File: src/rtl/sipo_pkg.sv
// Shared types and helpers for the serial-in, parallel-out deserializer.
package sipo_pkg;

  typedef enum logic [1:0] {
    IDLE  = 2'd0,
    SHIFT = 2'd1,
    HOLD  = 2'd2
  } state_e;

  // Bit-counter width; floored at 1 so tiny words still get a real counter.
  function automatic int unsigned count_width(input int unsigned width);
    return (width < 2) ? 1 : $clog2(width);
  endfunction

endpackage

File: src/rtl/sipo_deserializer_bit_counter.sv
// Up-counter with synchronous clear and enable, flagging the last bit of a word.
module bit_counter
  import sipo_pkg::*;
#(
  parameter int unsigned WIDTH = 8
) (
  input  logic clk,
  input  logic clr,
  input  logic en,
  output logic tc_c
);

  localparam int unsigned CW = count_width(WIDTH);

  logic [CW-1:0] count;

  always_ff @(posedge clk) begin
    if (clr) begin
      count <= '0;
    end else if (en) begin
      count <= count + CW'(1);
    end
  end

  assign tc_c = (count == CW'(WIDTH - 1));

endmodule

File: src/rtl/sipo_deserializer.sv
// Frames a serial bit stream into WIDTH-bit words and offers them on a
// valid/ready handshake, with frame restart and a sticky overrun flag.
module sipo_deserializer
  import sipo_pkg::*;
#(
  parameter int unsigned WIDTH     = 8,
  parameter bit          MSB_FIRST = 1'b1
) (
  input  logic             clk,
  input  logic             clr,
  input  logic             din,
  input  logic             din_en,
  input  logic             start,
  output logic [WIDTH-1:0] dout,
  output logic             dout_valid,
  input  logic             dout_ready,
  output logic             busy,
  output logic             overrun
);

  state_e           state, state_n;
  logic [WIDTH-1:0] sreg, sreg_n, dout_n, shifted_c;
  logic             valid_n, busy_n, overrun_n;
  logic             cnt_clr_c, cnt_en_c, tc_c;

  bit_counter #(.WIDTH(WIDTH)) u_bit_counter (
    .clk  (clk),
    .clr  (clr | cnt_clr_c),
    .en   (cnt_en_c),
    .tc_c (tc_c)
  );

  always_comb begin
    if (MSB_FIRST) begin
      shifted_c = {sreg[WIDTH-2:0], din};
    end else begin
      shifted_c = {din, sreg[WIDTH-1:1]};
    end
  end

  // Next-state and next-output logic.
  always_comb begin
    state_n   = state;
    sreg_n    = sreg;
    dout_n    = dout;
    valid_n   = dout_valid;
    overrun_n = overrun;
    cnt_clr_c = 1'b0;
    cnt_en_c  = 1'b0;

    case (state)
      IDLE: begin
        if (start) begin
          state_n   = SHIFT;
          sreg_n    = '0;
          cnt_clr_c = 1'b1;
        end
      end
      SHIFT: begin
        if (start) begin
          sreg_n    = '0;
          cnt_clr_c = 1'b1;
        end else if (din_en) begin
          sreg_n = shifted_c;
          if (tc_c) begin
            // Clearing on the final bit keeps the count within WIDTH-1.
            dout_n    = shifted_c;
            valid_n   = 1'b1;
            state_n   = HOLD;
            cnt_clr_c = 1'b1;
          end else begin
            cnt_en_c = 1'b1;
          end
        end
      end
      HOLD: begin
        if (dout_ready) begin
          valid_n = 1'b0;
          if (start) begin
            state_n   = SHIFT;
            sreg_n    = '0;
            cnt_clr_c = 1'b1;
          end else begin
            state_n = IDLE;
          end
        end else if (start) begin
          overrun_n = 1'b1;
        end
      end
      default: begin
        state_n = IDLE;
      end
    endcase

    busy_n = (state_n == SHIFT);
  end

  always_ff @(posedge clk) begin
    if (clr) begin
      state      <= IDLE;
      sreg       <= '0;
      dout       <= '0;
      dout_valid <= 1'b0;
      busy       <= 1'b0;
      overrun    <= 1'b0;
    end else begin
      state      <= state_n;
      sreg       <= sreg_n;
      dout       <= dout_n;
      dout_valid <= valid_n;
      busy       <= busy_n;
      overrun    <= overrun_n;
    end
  end

endmodule

File: config.mk
export PLATFORM = sky130hd
export DESIGN_NAME = sipo_deserializer
export DESIGN_NICKNAME = d
export VERILOG_FILES = /design/src/rtl/sipo_pkg.sv /design/src/rtl/sipo_deserializer_bit_counter.sv /design/src/rtl/sipo_deserializer.sv
export SDC_FILE = /design/constraint.sdc
export NUM_CORES = 1
export LEC_CHECK = 0
export BUFFER_PORTS_ARGS = -buffer_cell sky130_fd_sc_hd__buf_2
export CAP_MARGIN = 20
export CORE_MARGIN = 10
export CORE_UTILIZATION = 39
export DETAILED_ROUTE_END_ITERATION = 8
export GPL_TIMING_DRIVEN = 0
export PLACE_DENSITY_LB_ADDON = 0.15
export SLEW_MARGIN = 20
export SYNTH_ARGS = -nofsm -noshare
export SYNTH_HDL_FRONTEND = slang
export SYNTH_SLANG_ARGS = --single-unit
File: constraint.sdc
create_clock -name clk -period 2.7 [get_ports clk]
set_clock_uncertainty 0.2 [all_clocks]
set_input_delay 0.54 -clock clk [delete_from_list [all_inputs] [get_ports clk]]
set_output_delay 0.54 -clock clk [all_outputs]
set_load 0.03 [all_outputs]
==> summary.txt <==
Outcome - complete, no violations
DRC Markers - 0
Delay-heaviest family, CP - buffers and inverters
Layout fillers - 249
IO Pins - 17
Critical path class - reg2reg
Later-pin clock latency in the skew report - 0.30 ns
Layout cells sized above 1 - 20.2%
CTS tree - yes
Post-synth top area share - 46.6%
Reg2reg setup slack - 0.73 ns
Cts hold-fix bufs - 0
Final period util - 72.8%
Area of the multi-input gates - 490 um2
CP Launch Type - register
Setup bufs post-CTS - 0
RSZ-0062 raised after global routing - no
VDD IR max - 0.000374 V
Synth Cell Area - 987 um2
All-layer global routing usage - 8.85%
Crit path capture - dout[5]
Total negative setup slack - 0 ns
Slowest CP cell - clkbuf_1
Global-route wire length before repair - 3710 um
Initial antenna violation count - 0
Final non-filler cell total - 159
Area growth syn-to-layout - 14.6%
Max Buffers Root-to-Sink - 2
R2R cell count - 6
Crit-path max cell delay - 0.39 ns
First-pass DRT Iterations - 4
Clock sinks - 23
Reg2reg start - u_bit_counter.count[0]
Remaining Overflow, GRT - 0
Row Count - 18
Reg clk slew, reported paths - 0.12 ns
Die outline height - 70.3 um
CORE AREA - 2450 um2
Register Area - 460 um2
PD cells - 482 nW/um2
Placement Cell Area - 1100 um2
Min cycle time layout - 1.97 ns
Root Buffer - clkbuf_4
Crit. path cell count - 6
Leakage - 0.450 nW
Final Hold Viols - 0
Max-Cap Viols - 0
CTS Buf Count - 3
Least-Margin Pin Slew - 0.507 ns
Slew headroom - 66.2%
Final Power - 0.545 mW
Dominant cell type by area after synthesis - dfxtp_1
Yosys reg bits - 23
Post-CTS sizing - 0
Final GP Congestion - 0.762
Cells along the critical path - ha_1 > ha_1 > clkbuf_1 > inv_1 > o21ai_0 > a21oi_1
Final wirelength - 2150 um
Post-synthesis cell count - 109
Vias per inst - 5.14
Worst R2R End - dout[5]
Chip Width - 70.3 um
Final setup viols - 0
Critical path endpoint category - register
YS warnings - 0
Crit path launch - u_bit_counter.count[0]
I/O Buffers - 16
Die area - 4940 um2
Final Max Tran Viols - 0
Initial Util - 40.2%
Top cell by count, worst path - ha_1
Worst hold path class - reg2reg
DRT iter0 DRCs - 42
Final HPWL DP - 1560 um
Critical Path RT - 2.68 ns
Cell variety after synth - 24
Core Util, Final - 46.1%
Worst path buffer plus inverter count - 2
H-tree Lvls - 1
Largest net degree at the start of global routing - 13
ANT cells - 0
Cell area after layout - 1130 um2
Drt wl/cell - 13.5 um
Area contributors post-synth - dfxtp_1 (47%), a21oi_1 (8.1%), mux2i_1 (7.1%), o21ai_0 (6.1%), nand2_1 (6.1%)
Post-Syn Nets - 118
Worst Path Arrival - 1.95 ns
Vias in the first global route - 757
Post-Place Cells - 155
Crit path max fanout - 10
Fmax achieved - 509 MHz
Post-synthesis sequential area ratio - 46.6%
Mapped Avg Cell Area - 9.06 um2
Antenna viol nets, final - 0
Via count - 818
NumNets Final - 139
## cells in the mapped netlist
cell type	count
o211ai_1	1
buf_4	1
nor4b_4	1
o21bai_1	1
ha_1	3
nand4bb_1	1
o21ai_0	12
dfxtp_1	23
and4bb_2	1
or3b_2	1
or3_1	1
a31oi_1	1
nand2_1	16
a21boi_0	1
mux2i_1	7
nand3_1	10
nor4bb_1	1
buf_2	2
nand3b_1	1
clkbuf_1	2
nor2_1	2
a21oi_1	16
inv_1	3
o21ai_4	1
## stage by stage
| step | hold slack [ns] | setup WS, ns |
|---|---|---|
| 2_1_floorplan | 0.235 | 1.11 |
| 3_3_place_gp | 0.247 | 0.800 |
| 3_5_place_dp | 0.260 | 0.748 |
| 4_1_cts | 0.277 | 0.707 |
| 5_1_grt | 0.278 | 0.463 |
| 6_report | 0.278 | 0.734 |
## area by class of cell
class	count	share of cell area, %
multi-input combinational	78	43.4
timing repair buffer	16	7.08
clock buffer	4	2.32
sequential	23	40.7
tap	30	3.32
inverter	3	0.996
buffer	5	2.21
## worst min path at each step
stage / cells past startpoint / from / to
6_report: 2 / overrun / overrun
5_1_grt: 3 / din / dout[0]
4_1_cts: 3 / din / sreg[0]
3_5_place_dp: 2 / overrun / overrun
3_3_place_gp: 2 / sreg[6] / sreg[6]
2_1_floorplan: 2 / sreg[6] / sreg[6]
## cell families (layout without fill, tap and decap cells)
group | after synthesis | count (layout) | synth area share (%)
mux | 7 | 7 | 7.10
buf+inv | 8 | 28 | 3.68
flops | 23 | 23 | 46.6
simple gates | 35 | 35 | 20.0
compound gates | 33 | 33 | 18.8
fa+ha+maj | 3 | 3 | 3.80
## state kept, by name, indices dropped and copies added, names as in the netlist
register / count
busy: 1
dout: 8
dout_valid: 1
overrun: 1
sreg: 7
state: 2
u_bit_counter.count: 3
## placed cells by master (no fill, tap or decap)
cell type / synthesis / layout
nand3_1: 10 / 10
o21ai_4: 1 / 1
and4bb_2: 1 / 1
dfxtp_1: 23 / 23
buf_2: 2 / 18
inv_1: 3 / 3
or3_1: 1 / 1
clkbuf_1: 2 / 3
nor2_1: 2 / 2
a21boi_0: 1 / 1
nand4bb_1: 1 / 1
a21oi_1: 16 / 16
nand3b_1: 1 / 1
nor4b_4: 1 / 1
a31oi_1: 1 / 1
o21bai_1: 1 / 1
nor4bb_1: 1 / 1
o21ai_0: 12 / 12
nand2_1: 16 / 16
or3b_2: 1 / 1
buf_4: 1 / 1
ha_1: 3 / 3
o211ai_1: 1 / 1
mux2i_1: 7 / 7
clkbuf_4: 0 / 3
## metal layers
| metal | global-route usage (%) | wire length, um | vias up |
|---|---|---|---|
| met5 | 0 | 0 | - |
| li1 | - | - | 427 |
| met3 | 2.40 | 101 | 2 |
| met2 | 14.4 | 1080 | 13 |
| met4 | 2.63 | 19 | 0 |
| met1 | 11.0 | 947 | 376 |
## worst min-delay path, delay by kind of cell (launching register included)
family           cells  cell delay, ns
flip-flops           1            0.34
AND/OR/NAND/NOR      2            0.11
## report_power, final
| group | switching (mW) | leakage [nW] | internal [mW] | total (mW) |
|---|---|---|---|---|
| sequential | 0.00347 | 0.186 | 0.342 | 0.346 |
| clock | 0.0997 | 0.0150 | 0.0575 | 0.157 |
| combinational | 0.0263 | 0.249 | 0.0156 | 0.0420 |
| total | 0.129 | 0.450 | 0.415 | 0.545 |
No activity file was read; power rests on OpenSTA's default activity.
